===== src/rtl/mips_pkg.sv =====
// Shared types and constants for the pipelined MIPS core.
package mips_pkg;

    localparam int unsigned DEFAULT_WIDTH = 32;
    localparam logic [31:0] NOP_INSTR     = 32'h0000_0000;
    localparam int unsigned INSTR_BYTES   = 4;

    typedef enum logic [1:0] {
        BOOT  = 2'b00,
        RUN   = 2'b01,
        FLUSH = 2'b10
    } fetch_state_t;

endpackage


===== src/rtl/next_pc_mux.sv =====
// Branch/jump target construction and next-PC priority select for the fetch stage.
module next_pc_mux
    import mips_pkg::*;
#(
    parameter int unsigned WIDTH = DEFAULT_WIDTH
) (
    input  logic [WIDTH-1:0] pc,
    input  logic             redirectEn,
    input  logic             stall,
    input  logic             branchTaken,
    input  logic [WIDTH-1:0] branchOffset,
    input  logic [WIDTH-1:0] branchBasePC,
    input  logic             jump,
    input  logic [25:0]      jumpIndex,
    output logic [WIDTH-1:0] seqPC,
    output logic             redirect,
    output logic [WIDTH-1:0] nextPC
);

    logic [WIDTH-1:0] brTgt;
    logic [WIDTH-1:0] jTgt;
    logic [WIDTH-1:0] selPC;

    assign seqPC    = pc + WIDTH'(INSTR_BYTES);
    assign brTgt    = branchBasePC + branchOffset;
    assign jTgt     = {branchBasePC[WIDTH-1:28], jumpIndex, 2'b00};
    assign redirect = redirectEn & (jump | branchTaken);

    // Redirects outrank the stall hold; jump outranks branch.
    always_comb begin
        selPC = seqPC;
        if (redirectEn && jump) begin
            selPC = jTgt;
        end else if (redirectEn && branchTaken) begin
            selPC = brTgt;
        end else if (stall) begin
            selPC = pc;
        end
    end

    assign nextPC = {selPC[WIDTH-1:2], 2'b00};

endmodule


===== src/rtl/fetch_pc_unit.sv =====
// IF-stage PC generator and IF/ID pipeline register with stall, flush and redirect counting.
module fetch_pc_unit
    import mips_pkg::*;
#(
    parameter int unsigned     WIDTH    = DEFAULT_WIDTH,
    parameter logic [WIDTH-1:0] RESET_PC = '0,
    parameter int unsigned     CNT_W    = 16
) (
    input  logic             clk,
    input  logic             reset,
    input  logic             stall,
    input  logic             branchTaken,
    input  logic [WIDTH-1:0] branchOffset,
    input  logic [WIDTH-1:0] branchBasePC,
    input  logic             jump,
    input  logic [25:0]      jumpIndex,
    input  logic [31:0]      instrIn,
    output logic [WIDTH-1:0] pcOut,
    output logic [WIDTH-1:0] ifidPC4,
    output logic [31:0]      ifidInstr,
    output logic             ifidValid,
    output logic [CNT_W-1:0] flushCount
);

    fetch_state_t     stateQ, stateD;
    logic [WIDTH-1:0] pcQ, pcD;
    logic [WIDTH-1:0] pc4Q, pc4D;
    logic [31:0]      instrQ, instrD;
    logic             validQ, validD;
    logic [CNT_W-1:0] cntQ, cntD;

    logic             redirectEn;
    logic             redirect;
    logic [WIDTH-1:0] seqPC;
    logic [WIDTH-1:0] nextPC;

    // Only RUN may redirect: in BOOT and FLUSH the ID stage holds a NOP.
    assign redirectEn = (stateQ == RUN);

    next_pc_mux #(
        .WIDTH(WIDTH)
    ) uNextPcMux (
        .pc          (pcQ),
        .redirectEn  (redirectEn),
        .stall       (stall),
        .branchTaken (branchTaken),
        .branchOffset(branchOffset),
        .branchBasePC(branchBasePC),
        .jump        (jump),
        .jumpIndex   (jumpIndex),
        .seqPC       (seqPC),
        .redirect    (redirect),
        .nextPC      (nextPC)
    );

    always_comb begin
        stateD = stateQ;
        pcD    = pcQ;
        pc4D   = pc4Q;
        instrD = instrQ;
        validD = validQ;
        cntD   = cntQ;
        case (stateQ)
            BOOT: begin
                pcD    = nextPC;
                instrD = NOP_INSTR;
                validD = 1'b0;
                stateD = RUN;
            end
            RUN: begin
                if (redirect) begin
                    pcD    = nextPC;
                    instrD = NOP_INSTR;
                    validD = 1'b0;
                    if (cntQ != {CNT_W{1'b1}}) begin
                        cntD = cntQ + 1'b1;
                    end
                    stateD = FLUSH;
                end else if (!stall) begin
                    pcD    = nextPC;
                    pc4D   = seqPC;
                    instrD = instrIn;
                    validD = 1'b1;
                end
            end
            FLUSH: begin
                if (!stall) begin
                    pcD    = nextPC;
                    pc4D   = seqPC;
                    instrD = instrIn;
                    validD = 1'b1;
                    stateD = RUN;
                end
            end
            default: stateD = RUN;
        endcase
    end

    always_ff @(posedge clk or posedge reset) begin
        if (reset) begin
            stateQ <= BOOT;
            pcQ    <= {RESET_PC[WIDTH-1:2], 2'b00};
            pc4Q   <= '0;
            instrQ <= NOP_INSTR;
            validQ <= 1'b0;
            cntQ   <= '0;
        end else begin
            stateQ <= stateD;
            pcQ    <= pcD;
            pc4Q   <= pc4D;
            instrQ <= instrD;
            validQ <= validD;
            cntQ   <= cntD;
        end
    end

    assign pcOut      = pcQ;
    assign ifidPC4    = pc4Q;
    assign ifidInstr  = instrQ;
    assign ifidValid  = validQ;
    assign flushCount = cntQ;

endmodule


===== config.mk =====
export PLATFORM = sky130hd
export DESIGN_NAME = fetch_pc_unit
export DESIGN_NICKNAME = d
export VERILOG_FILES = /design/src/rtl/mips_pkg.sv /design/src/rtl/next_pc_mux.sv /design/src/rtl/fetch_pc_unit.sv
export SDC_FILE = /design/constraint.sdc
export NUM_CORES = 1
export LEC_CHECK = 0
export BUFFER_PORTS_ARGS = -buffer_cell sky130_fd_sc_hd__buf_4
export CELL_PAD_IN_SITES_DETAIL_PLACEMENT = 1
export CELL_PAD_IN_SITES_GLOBAL_PLACEMENT = 2
export CORE_UTILIZATION = 33
export CTS_CLUSTER_DIAMETER = 40
export CTS_CLUSTER_SIZE = 40
export DETAILED_ROUTE_END_ITERATION = 7
export GPL_TIMING_DRIVEN = 0
export PLACE_DENSITY_LB_ADDON = 0.1
export SYNTH_ARGS = -nofsm -noshare
export SYNTH_HDL_FRONTEND = slang
export SYNTH_HIERARCHICAL = 1
export SYNTH_SLANG_ARGS = --single-unit

===== constraint.sdc =====
create_clock -name clk -period 6.55 [get_ports clk]
set_clock_uncertainty 0.1 [all_clocks]
set_input_delay 1.965 -clock clk [delete_from_list [all_inputs] [get_ports clk]]
set_output_delay 1.965 -clock clk [all_outputs]
set_load 0.01 [all_outputs]

# Yosys cells after proc, flatten, opt, wreduce, memory -nomap -nowiden
# Cells that the tools add are included.
dict set report op_classes {
  n_addsub 3
  n_eq_ne 6
  mux 18
  bitwise 2
  n_reduce_logical 8
}
# cell count
set op_table {}
lappend op_table {{$mux 32} 9}
lappend op_table {{$pmux 32 s3} 2}
lappend op_table {{$pmux 32 s2} 1}
lappend op_table {{$add 32x3->32 const B} 1}
lappend op_table {{$add 32x32->32} 1}
lappend op_table {{$add 16x1->16 const B} 1}
lappend op_table {{$ne 16x16->1 const B} 1}
lappend op_table {{$ne 2x2->1 const B} 3}
lappend op_table {{$mux 2} 2}
lappend op_table {{$pmux 2 s2} 1}
lappend op_table {{$reduce_and 2->1} 2}
lappend op_table {{$pmux 1 s3} 1}
lappend op_table {{$reduce_and 3->1} 1}
lappend op_table {{$reduce_bool 3->1} 1}
lappend op_table {{$eq 2x1->1 const B} 1}
lappend op_table {{$eq 2x2->1 const B} 1}
lappend op_table {{$logic_and 1x1->1} 2}
lappend op_table {{$logic_not 2->1} 1}
lappend op_table {{$mux 1} 2}
lappend op_table {{$reduce_bool 2->1} 1}
lappend op_table {{$and 1x1->1} 1}
lappend op_table {{$or 1x1->1} 1}
dict set report totals {
  reg_bits 115
  inputBits 127
  output_inout_bits 113
}

# Longest topological paths before layout
dict set report logic_depth {
  ltp_word 7
  ltp_mapped 12
}

# Modules after synthesis
# Netlist, hierarchy kept.
# mod instances cells_per_inst area_each_um2 seq_area_each_um2
set modules_own_cells {}
lappend modules_own_cells {fetch_pc_unit 1 382 4619.4 2877.8}
lappend modules_own_cells {next_pc_mux 1 472 3015.4 0.0}

# Worst setup path after synthesis
# No wires, ideal clock.
dict set report synth_timing {
  path_type {input-to-reg}
  startpoint {input port branchOffset[4]}
  endpoint {register pcQ[29] (netlist: pcOut[29])}
  setup_time_ns 0.121
  t_arrival_ns 4.044
  required_time_ns 6.329
  slack_ns 2.285
  cell_stages 10
  n_path_buf 0
  cell_sequence {ha_1 > a21o_1 > a221oi_1 > a21oi_1 > o21ai_0 > o21ai_0 > o221ai_1 > mux2i_1 > a21oi_1 > a22o_1}
}
dict set report synth_between {
  elab_chain_len 6
}
# item line_no
set synth_lines {}
lappend synth_lines {{start: declaration} fetch_pc_unit.sv:13} ;# input logic [WIDTH-1:0] branchOffset,
lappend synth_lines {{$add 32x32->32 *} next_pc_mux.sv:25} ;# assign brTgt = branchBasePC + branchOffset;
lappend synth_lines {{$mux 32 *} next_pc_mux.sv:34} ;# end else if (redirectEn && branchTaken) begin
lappend synth_lines {{$mux 32 *} next_pc_mux.sv:32} ;# if (redirectEn && jump) begin
lappend synth_lines {{net nextPC[29]} fetch_pc_unit.sv:35} ;# logic [WIDTH-1:0] nextPC;
lappend synth_lines {{$mux 32} {fetch_pc_unit.sv:79, fetch_pc_unit.sv:87}}
lappend synth_lines {{$mux 32} fetch_pc_unit.sv:71} ;# if (redirect) begin
lappend synth_lines {{$pmux 32 s3 *} fetch_pc_unit.sv:63} ;# case (stateQ)
lappend synth_lines {{end signal: assignment} fetch_pc_unit.sv:102} ;# pcQ <= {RESET_PC[WIDTH-1:2], 2'b00};
lappend synth_lines {{end signal: assignment} fetch_pc_unit.sv:109} ;# pcQ <= pcD;
lappend synth_lines {{end: declaration} fetch_pc_unit.sv:26} ;# logic [WIDTH-1:0] pcQ, pcD;
# Mark *: on every way through the listed nets, which the timed path passes. The rest lies on a longest branch.
# A chain may end at the register's enable or synchronous reset.

# Final worst setup path
# Same ends and word-level chain as after synthesis.

==> impl_results.md <==
- NumNets Final: ~1,300
- Post CTS Setup Buffer Count: 0
- CTS tree: done
- Lkg Pwr: roughly 5.0 nW
- Period Utilization, post-route: between 60% and 70%
- Area Growth Syn to Fin: 35.7%
- Post-CTS Hold Fix Bufs: 0
- Async S/R FF share, synth: between 90% and 100%
- Post-synth EDFFs: 0
- Worst hold path class: flop to flop
- Clk pin slew, worst setup/hold paths: 0.06 ns
- Reg2reg setup slack: about 3.2 ns
- Global-route wire length before repair: ~40 mm
- Initial core utilization: 33.7%
- Avg Vias per Cell: approximately 5
- Final number of hold-violating endpoints: 0
- # clock sinks: between 100 and 150
- # setup viols final: 0
- Unrepaired setup endpoints after global routing: no
- IO Port Bufs: around 240
- Layout cell share with drive strength beyond 1: just under 30%
- Htree depth: 4
- CTS Buf Count: 17
- Max-slew violation count: 0
- Critical path's slowest cell: o21ai_0
- Iter 0 DRT Violations: between 200 and 250
- Clock Path Buffers: 2
- Io pins: 240
- Largest net degree at the start of global routing: 95
- Crit path cell chain: buf_4 -> ha_1 -> a21o_1 -> a221oi_1 -> a21oi_1 -> o21ai_0 -> o21ai_0 -> o221ai_1 -> mux2i_1 -> a21oi_1 -> a22o_1
- Post-CTS Resized: 0
- Status: completed
- Syn_area_per_cell: between 8 and 9 µm²
- Worst Path Arrival: approximately 4.8 ns
- Setup_tns: 0 ns
- Cells after DPL: ~1,400
- Util after Layout: between 40 and 50%
- Vias in the first global route: ~7,500
- 1st-pass router iterations: 4
- Peak VDD IR: approximately 0.19 mV
- Total GRT Usage: approximately 22%
- Final Total Pwr: between 4 and 5 mW
- Worst hold slack: between 0.3 and 0.4 ns
- Antenna-violating nets left: 0
- Seq/Total Area, Yosys: a little under two fifths
- Cell Count, Final, Fillers Out: 1,408
- Worst-Margin Slew: roughly 0.68 ns
- CP startpoint kind: primary input
- Initial antenna violation count: 0
- Chip Width: around 150 µm
- Power density over cell area: between 400 and 500 nW/µm²
- Total grt overflow: 0
- Antenna Diode Count: 0
- Chip height: approximately 150 µm
- Worst skew pair latency: 0.40 ns
- Synthesis-stage register bit count: between 100 and 150
- Max Cap Viol: 0
- Final GP Congestion: roughly 0.8
- CP required: 6.74 ns
- Kind of critical path: primary input to flop
- Pre-CTS WS: roughly 1.5 ns
- Top_reg_cell synth: dfrtp_1
- Finished Cell Area: a little over 10,000 µm²
- Routed len/inst: about 18 µm
- Root buf cell: clkbuf_16
- WL final: 24.8 mm
- Placed inst area: roughly 10000 µm²
- CP Capture Type: flop
- Setup ws final: roughly 2 ns
- Max-slew headroom: between 50 and 60%
- Core area: around 23,000 µm²
- Crit-path max cell delay: 0.45 ns
- Hpwl dp: 19.5 mm
- Final min period: between 4 and 5 ns
- Area of the die: between 20,000 and 25,000 µm²
- DRC viols: 0
- Std cell rows: 55
- Fillers: roughly 2,700
- YS warnings: 6
- Mapped cell area: approximately 7600 µm²
- Worst-path maximum fanout: 4
- Fmax: roughly 220 MHz
- Via count: 7,068
- Post-Syn Instances: 854
- Synth cell types: 62
placed cells by master, fill, tap and decap left out, types with 17 or more instances in the layout:
master and instances:
a21o_1 19, a21oi_1 96, a22o_1 32, buf_4 242
clkbuf_1 25, clkbuf_16 17, dfrtp_1 115, ha_1 37
mux2_2 30, nand2_1 130, nand3_1 27, nor2_1 58
o21ai_0 34, xnor2_1 44, xor2_1 47
routing by layer:
layer  wire length, µm  up-vias  GRT usage (%)  share of wire, %
li1                  -     3541              -                 -
met1             11800     3350           29.0                48
met2             11800      171           35.3                47
met3              1110        6           4.37               4.5
met4                91        0           4.76              0.37
met5                 0        -              0                 0
flip-flops by register name, indices dropped and copies added, names as in the netlist:
signal,cells
stateQ,2
ifidValid,1
pcOut,32
flushCount,16
ifidPC4,32
ifidInstr,32
logic make-up after synthesis:
group / count (synthesis) / share of synthesized area, %
compound gates: 221 / 18.1
fa+ha+maj: 37 / 6.06
flops: 115 / 37.7
other cells: 1 / 0.0491
simple gates: 300 / 19.3
mux: 35 / 5.18
buf+inv: 54 / 3.23
xor+xnor: 91 / 10.4
where the power goes:
part	total (mW)	switching (mW)	internal (mW)	leakage, nW
sequential	1.26	0.282	0.982	1.50
combinational	2.08	1.12	0.965	3.21
clock	0.856	0.304	0.551	0.274
total	4.20	1.70	2.50	4.98
worst paths after layout:
kind                       depth (start not counted)            start            end
min in group asynchronous                          2            reset  ifidInstr[21]
hold reg to reg                                    1    flushCount[9]  flushCount[9]
setup / recovery                                  11  branchOffset[4]      pcOut[29]
setup reg to reg                                  11         pcOut[2]      pcOut[24]
max in group asynchronous                          3            reset  ifidInstr[31]
hold / removal                                     1    flushCount[9]  flushCount[9]
worst max-delay path: cells and delay by family:
family                   cells  cell delay (ns)
AO/OA/AOI/OAI                8             2.10
adder cells (fa/ha/maj)      1             0.33
multiplexers                 1             0.25
buffers and inverters        1             0.11
area by class of cell:
type | instances | area, µm² | share of cell area [%]
multi-input combinational | 686 | 4510 | 43.6
sequential | 115 | 2880 | 27.8
timing repair buffer | 239 | 1810 | 17.5
clock buffer | 23 | 488 | 4.71
tap | 285 | 357 | 3.44
buffer | 43 | 205 | 1.98
clock inverter | 6 | 55.1 | 0.532
inverter | 11 | 46.3 | 0.447
cells in the mapped netlist (11+ instances only):
cell / number / area, µm²
o21ai_0: 34 / 170
xor2_1: 47 / 412
buf_2: 11 / 55.1
dfrtp_1: 115 / 2880
nand2_1: 130 / 488
mux2_2: 30 / 338
xnor2_1: 44 / 385
a21oi_1: 96 / 480
nand3_1: 27 / 135
ha_1: 37 / 463
nor2_1: 58 / 218
o22ai_1: 11 / 68.8
a22o_1: 32 / 280
clkbuf_1: 23 / 86.3
a21o_1: 19 / 143
Power figures use the tool's default switching activity.
